## config.mk

```make
export PLATFORM = sky130hd
export DESIGN_NAME = io_uart_bridge
export DESIGN_NICKNAME = d
export VERILOG_FILES = /design/src/rtl/io_uart_pkg.sv /design/src/rtl/uart_rx_byte.sv /design/src/rtl/io_uart_bridge.sv
export SDC_FILE = /design/constraint.sdc
export NUM_CORES = 1
export LEC_CHECK = 0
export ABC_AREA = 1
export CAP_MARGIN = 10
export CORE_AREA = 2 2 156 174
export CTS_CLUSTER_SIZE = 25
export DETAILED_ROUTE_END_ITERATION = 12
export DIE_AREA = 0 0 158 176
export GPL_TIMING_DRIVEN = 0
export PLACE_DENSITY = 0.57
export SLEW_MARGIN = 0
export SYNTH_ARGS = -nofsm -noshare
export SYNTH_HDL_FRONTEND = slang
export SYNTH_HIERARCHICAL = 1
export SYNTH_SLANG_ARGS = --single-unit
```

## constraint.sdc

```tcl
create_clock -name clk -period 2 [get_ports clk]
set_input_delay 0.4 -clock clk [delete_from_list [all_inputs] [get_ports clk]]
set_output_delay 0.4 -clock clk [all_outputs]
set_load 0.01 [all_outputs]
```

## src/rtl/io_uart_pkg.sv

```systemverilog
// rtl/io_uart_pkg.sv - shared types and constants for the UART I/O bridge
package io_uart_pkg;

   typedef enum logic [1:0] {
      CMD   = 2'd0,
      WDATA = 2'd1,
      TX    = 2'd2
   } state_t;

   localparam logic [1:0] CMD_WR = 2'b00;
   localparam logic [1:0] CMD_RD = 2'b10;

   localparam int PORT_W     = 2;
   localparam int NUM_PORTS  = 3;
   localparam int DATA_BITS  = 8;
   localparam int FRAME_BITS = 10;
   localparam int WORD_BYTES = 4;

endpackage

```

## src/rtl/uart_rx_byte.sv

```systemverilog
// rtl/uart_rx_byte.sv - 8N1 byte receiver with synchronizer, start check and framing error
module uart_rx_byte
   import io_uart_pkg::*;
#(
   parameter int CLKS_PER_BIT = 868
) (
   input  logic                 clk,
   input  logic                 rst,
   input  logic                 rx,
   output logic                 rx_valid,
   output logic [DATA_BITS-1:0] rx_data,
   output logic                 frame_err
);

   localparam int CW = $clog2(CLKS_PER_BIT);
   localparam int BW = $clog2(DATA_BITS);
   localparam logic [CW-1:0] HALF_M1 = CW'(CLKS_PER_BIT / 2 - 1);
   localparam logic [CW-1:0] LAST    = CW'(CLKS_PER_BIT - 1);
   localparam logic [BW-1:0] BIT_END = BW'(DATA_BITS - 1);

   typedef enum logic [2:0] {
      R_IDLE,
      R_START,
      R_DATA,
      R_STOP,
      R_WAIT
   } rx_state_t;

   rx_state_t            state, state_n;
   logic                 rx_meta, rx_s, rx_prev;
   logic [CW-1:0]        cnt, cnt_n;
   logic [BW-1:0]        bit_idx, bit_n;
   logic [DATA_BITS-1:0] shift, shift_n;

   always_ff @(posedge clk) begin
      if (!rst) begin
         rx_meta <= 1'b1;
         rx_s    <= 1'b1;
         rx_prev <= 1'b1;
         state   <= R_IDLE;
         cnt     <= '0;
         bit_idx <= '0;
         shift   <= '0;
      end else begin
         rx_meta <= rx;
         rx_s    <= rx_meta;
         rx_prev <= rx_s;
         state   <= state_n;
         cnt     <= cnt_n;
         bit_idx <= bit_n;
         shift   <= shift_n;
      end
   end

   // Samples are taken at the start-bit midpoint plus whole bit periods.
   always_comb begin
      state_n   = state;
      cnt_n     = cnt;
      bit_n     = bit_idx;
      shift_n   = shift;
      rx_valid  = 1'b0;
      frame_err = 1'b0;
      case (state)
         R_IDLE: begin
            if (rx_prev && !rx_s) begin
               state_n = R_START;
               cnt_n   = '0;
            end
         end
         R_START: begin
            if (cnt == HALF_M1) begin
               cnt_n   = '0;
               bit_n   = '0;
               state_n = rx_s ? R_IDLE : R_DATA;
            end else begin
               cnt_n = cnt + 1'b1;
            end
         end
         R_DATA: begin
            if (cnt == LAST) begin
               cnt_n   = '0;
               shift_n = {rx_s, shift[DATA_BITS-1:1]};
               if (bit_idx == BIT_END) state_n = R_STOP;
               else                    bit_n   = bit_idx + 1'b1;
            end else begin
               cnt_n = cnt + 1'b1;
            end
         end
         R_STOP: begin
            if (cnt == LAST) begin
               cnt_n = '0;
               if (rx_s) begin
                  rx_valid = 1'b1;
                  state_n  = R_IDLE;
               end else begin
                  frame_err = 1'b1;
                  state_n   = R_WAIT;
               end
            end else begin
               cnt_n = cnt + 1'b1;
            end
         end
         R_WAIT: begin
            if (rx_s) state_n = R_IDLE;
         end
         default: state_n = R_IDLE;
      endcase
   end

   assign rx_data = shift;

endmodule

```

## src/rtl/io_uart_bridge.sv

```systemverilog
// rtl/io_uart_bridge.sv - UART host bridge driving in0..in2 and reading back out0..out2
module io_uart_bridge
   import io_uart_pkg::*;
#(
   parameter int CLKS_PER_BIT = 868
) (
   input  logic        clk,
   input  logic        rst,
   input  logic        uart_rx,
   output logic        uart_tx,
   input  logic [31:0] out0,
   input  logic [31:0] out1,
   input  logic [31:0] out2,
   output logic [31:0] in0,
   output logic [31:0] in1,
   output logic [31:0] in2,
   output logic        busy,
   output logic        err
);

   localparam int CW = $clog2(CLKS_PER_BIT);
   localparam logic [CW-1:0] LAST     = CW'(CLKS_PER_BIT - 1);
   localparam logic [3:0]    BIT_LAST = 4'(FRAME_BITS - 1);
   localparam logic [1:0]    BYTE_END = 2'(WORD_BYTES - 1);

   logic                 rx_valid, rx_ferr;
   logic [DATA_BITS-1:0] rx_data;

   uart_rx_byte #(.CLKS_PER_BIT(CLKS_PER_BIT)) u_rx (
      .clk       (clk),
      .rst       (rst),
      .rx        (uart_rx),
      .rx_valid  (rx_valid),
      .rx_data   (rx_data),
      .frame_err (rx_ferr)
   );

   state_t              state, state_n;
   logic [PORT_W-1:0]   port;
   logic [2:0][31:0]    in_q;
   logic [23:0]         wbuf;
   logic [1:0]          byte_idx;
   logic [31:0]         tx_word;
   logic [9:0]          tx_frame;
   logic [CW-1:0]       tx_cnt;
   logic [3:0]          tx_bit;
   logic                cmd_ok, cmd_rd, tx_done, err_n;
   logic [31:0]         out_sel;

   always_comb begin
      state_n = state;
      err_n   = rx_ferr;
      cmd_ok  = ((rx_data[7:6] == CMD_WR) || (rx_data[7:6] == CMD_RD))
                && (rx_data[5:PORT_W] == '0)
                && (rx_data[PORT_W-1:0] < PORT_W'(NUM_PORTS));
      cmd_rd  = (rx_data[7:6] == CMD_RD);
      tx_done = (tx_cnt == LAST) && (tx_bit == BIT_LAST) && (byte_idx == BYTE_END);
      case (rx_data[PORT_W-1:0])
         2'd0:    out_sel = out0;
         2'd1:    out_sel = out1;
         default: out_sel = out2;
      endcase
      case (state)
         CMD: begin
            if (rx_valid) begin
               if (cmd_ok) state_n = cmd_rd ? TX : WDATA;
               else        err_n   = 1'b1;
            end
         end
         WDATA: begin
            if (rx_valid && byte_idx == BYTE_END) state_n = CMD;
         end
         TX: begin
            if (rx_valid) err_n = 1'b1;
            if (tx_done)  state_n = CMD;
         end
         default: state_n = CMD;
      endcase
   end

   always_ff @(posedge clk) begin
      if (!rst) begin
         state    <= CMD;
         err      <= 1'b0;
         port     <= '0;
         in_q     <= '0;
         wbuf     <= '0;
         byte_idx <= '0;
         tx_word  <= '0;
         tx_frame <= '1;
         tx_cnt   <= '0;
         tx_bit   <= '0;
      end else begin
         state <= state_n;
         err   <= err_n;
         case (state)
            CMD: begin
               if (rx_valid && cmd_ok) begin
                  port     <= rx_data[PORT_W-1:0];
                  byte_idx <= '0;
                  tx_cnt   <= '0;
                  tx_bit   <= '0;
                  if (cmd_rd) begin
                     tx_frame <= {1'b1, out_sel[7:0], 1'b0};
                     tx_word  <= {8'h00, out_sel[31:8]};
                  end
               end
            end
            WDATA: begin
               // Bytes collect in wbuf so a partial word never reaches in_q.
               if (rx_valid) begin
                  if (byte_idx == BYTE_END) begin
                     case (port)
                        2'd0:    in_q[0] <= {rx_data, wbuf};
                        2'd1:    in_q[1] <= {rx_data, wbuf};
                        default: in_q[2] <= {rx_data, wbuf};
                     endcase
                  end else begin
                     wbuf     <= {rx_data, wbuf[23:8]};
                     byte_idx <= byte_idx + 1'b1;
                  end
               end
            end
            TX: begin
               if (tx_cnt == LAST) begin
                  tx_cnt <= '0;
                  if (tx_bit == BIT_LAST) begin
                     tx_bit <= '0;
                     if (byte_idx != BYTE_END) begin
                        byte_idx <= byte_idx + 1'b1;
                        tx_frame <= {1'b1, tx_word[7:0], 1'b0};
                        tx_word  <= {8'h00, tx_word[31:8]};
                     end else begin
                        tx_frame <= '1;
                     end
                  end else begin
                     tx_bit   <= tx_bit + 1'b1;
                     tx_frame <= {1'b1, tx_frame[9:1]};
                  end
               end else begin
                  tx_cnt <= tx_cnt + 1'b1;
               end
            end
            default: ;
         endcase
      end
   end

   assign uart_tx = tx_frame[0];
   assign busy    = (state != CMD);
   assign in0     = in_q[0];
   assign in1     = in_q[1];
   assign in2     = in_q[2];

endmodule
```

==> flow_summary.ini <==
[sta]
slew_headroom = 0.286
slew_viol_final = 0
hold_viol = 0
finalWorstSetupSlack_ps = -141
period_needed_ps = 2140
clock_skew_ps = 23.7
rsz0062_at_grt = yes
finalCritPeriodShare = 1.07
worst_pin_slew_ps = 1070
setup_viol = 145
max_freq_mhz = 467
fin_hold_ws_ps = 365

[status]
status = complete, but fails checks
violations = setup timing

[grt]
grt_max_degree = 14
grt_use_total = 0.211
grt_pass1_vias = 9041
grt_pass1_wl_mm = 47.0
grt.overflow.total = 0
antenna_found_initial = 0

[synth]
avgSynthCellArea_sq_um = 7.03
syn_area_sq_um = 9000
ys_seq_area_frac = 0.447
synth_warnings = 6
netlist.area_leader.share = 0.447
synth_area_leader_cell = dfxtp_1
syn_nets = 1391
synth_cell_types = 31
synthTopCellsByArea = dfxtp_1 (45%), nand2_1 (12%), a21oi_1 (7.9%)
ys_ff_latch = 201
synthCells = 1280

[critical_path]
worstSetupEndpointType = register
startpoint = u_rx/cnt[1]$_SDFFE_PN0P_
crit_type = register to register
crit_fanout = 9
cp.arrival_ps = 2560
critPathRequiredTime_ps = 2420
critPathLaunchType = register
regToRegStartpoint = u_rx/cnt[1]$_SDFFE_PN0P_

[drt]
vias = 9549
wire_per_inst_microns = 16.1
vias_per_cell = 4.98
drt_first_pass_iters = 5
wl_mm = 30.9
drt_iter0_markers = 547
ant_nets = 0
drc = 0

[clock_tree]
numCtsBuffers = 23
cts_tree = done
clk_pin_slew_worst_paths_ps = 60
clk_path_buf_depth = 3
cts_sinks = 201
clkLatencyLatePin_ps = 510
htreeDepth = 1
hold_buffers = 0
cts-root-buf = clkbuf_16

[final_layout]
multiInputGateArea_sq_um = 4850
post-route-util = 0.530
drive_gt1_frac = 0.191
diodes = 0
fillers = 2526
final_common_cell = nand2_1
final_area_sq_um = 13700
final_nets = 1660
area_growth_pct = 52.6
regArea_sq_um = 4030
layout_common_cells = nand2_1 (278), dfxtp_1 (199), clkdlybuf4s50_1 (195)
layoutNonFillerInstCount = 1918

[placement]
io_buffers = 196
postPlaceCellArea_sq_um = 11500
dp_hpwl_mm = 21.5
place_inst = 1828
routabilityCongestion = 0.825
place_ws_ps = -588

[power]
seqPwrFrac = 0.372
p_comb_frac = 0.236
p_leak_nw = 5.49
p_sw_mw = 3.32
powerDensity_nw_per_um2 = 827
power.internal_mw = 8.04
switching_share = 0.292
power_frac_clock = 0.392
ir_worst_vdd_mv = 0.509

[die]
die_w_microns = 158
fp.dieArea_sq_um = 27800
start_util = 0.347
die_h_microns = 176
coreArea_sq_um = 25900
io_pins = 198
rows = 62

[run]
cap_violations = 0

[worst_hold_path]
hold_class = input pin to register
min-delay-start = rst
==> registers in the layout, summed over array words and instances, names as in the netlist, 2 cells and up <==
register      cells
tx_cnt           10
wbuf             24
u_rx/state        3
tx_bit            4
tx_word          24
u_rx/rx_data      8
tx_frame          9
byte_idx          2
in1              32
u_rx/cnt         10
in0              32
in2              32
state             2
u_rx/bit_idx      3
port              2
==> worst max-delay path, stage by stage (launching register included) <==
cell and delay, ps:
dfxtp_4 360, ha_4 150, nand3_4 80, nor2_4 120
nand2_2 60, buf_6 120, nor3_4 110, buf_6 140
nand2_4 60, nor2_4 160, buf_6 120, nand3_4 90
clkinv_8 110, buf_6 150, o21ai_2 60, a21oi_1 150
==> cell usage after synthesis, drive strengths merged <==
master and n:
o21ai 151, clkbuf 41, inv 110, nand3 94
nand2 300, xor2 7, nor3 13, a31oi 1
clkinv 1, a21oi 142, or2 8, buf 37
nand3b 1, nand4 37, ha 12, dfxtp 201
nor2 124
==> timing repair <==
item                       in CTS  in global routing
setup buffers                  28                  5
pin swaps                      14                 13
gates resized for setup       241                106
gates cloned                   14                  4
setup endpoints to repair     173                190
==> metrics by stage <==
step | TNS [ps] | power [mW]
floorplan | 0 | 5.73
global placement | -51350 | 6.37
detailed placement | -55970 | 6.37
CTS | -10830 | 11.3
global route | -30720 | 11.9
finish | -9060 | 11.4
==> routing by layer <==
| layer | wire length (microns) | vias to the layer above | global-route usage | part of all wire |
|---|---|---|---|---|
| met5 | 0 | - | 0 | 0 |
| met4 | 656 | 0 | 0.0653 | 0.021 |
| met3 | 1450 | 48 | 0.0236 | 0.047 |
| met2 | 15500 | 236 | 0.366 | 0.50 |
| met1 | 13300 | 4503 | 0.274 | 0.43 |
| li1 | - | 4762 | - | - |
==> final timing paths <==
kind | end | slack, ps | cells past startpoint
worst max-delay path | in1[7]$_SDFFE_PN0P_ | -140 | 15
worst min-delay path | u_rx/rx_data[3]$_SDFFE_PN0P_ | 360 | 3
worst max register to register | in1[7]$_SDFFE_PN0P_ | -140 | 15
worst min register to register | u_rx/rx_s$_SDFF_PN1_ | 410 | 1
==> cell families (layout without fill, tap and decap cells) <==
kind of cell / after synthesis / in the layout / share of synthesized area
fa+ha+maj: 12 / 12 / 0.0167
flops: 201 / 201 / 0.447
buf+inv: 189 / 474 / 0.0869
xor+xnor: 7 / 7 / 0.00681
compound gates: 294 / 294 / 0.164
simple gates: 577 / 578 / 0.278
==> final cells by class <==
type,count,area share
multi-input combinational,891,0.353
sequential,201,0.294
timing repair buffer,241,0.183
clock buffer,31,0.0470
buffer,78,0.0450
inverter,111,0.0330
tap,352,0.0321
clock inverter,11,0.0119
timing repair inverter,2,0.00109
==> power by group through the flow <==
stage / combinational, mW / sequential, mW / clock, mW
final: 2.68 / 4.22 / 4.46
after floorplan: 1.43 / 4.29 / 0
after CTS: 2.49 / 4.22 / 4.54
after global placement: 2.06 / 4.31 / 0
after global routing: 2.98 / 4.24 / 4.72
after detailed placement: 2.06 / 4.31 / 0
(Power assumes the default switching activity.)
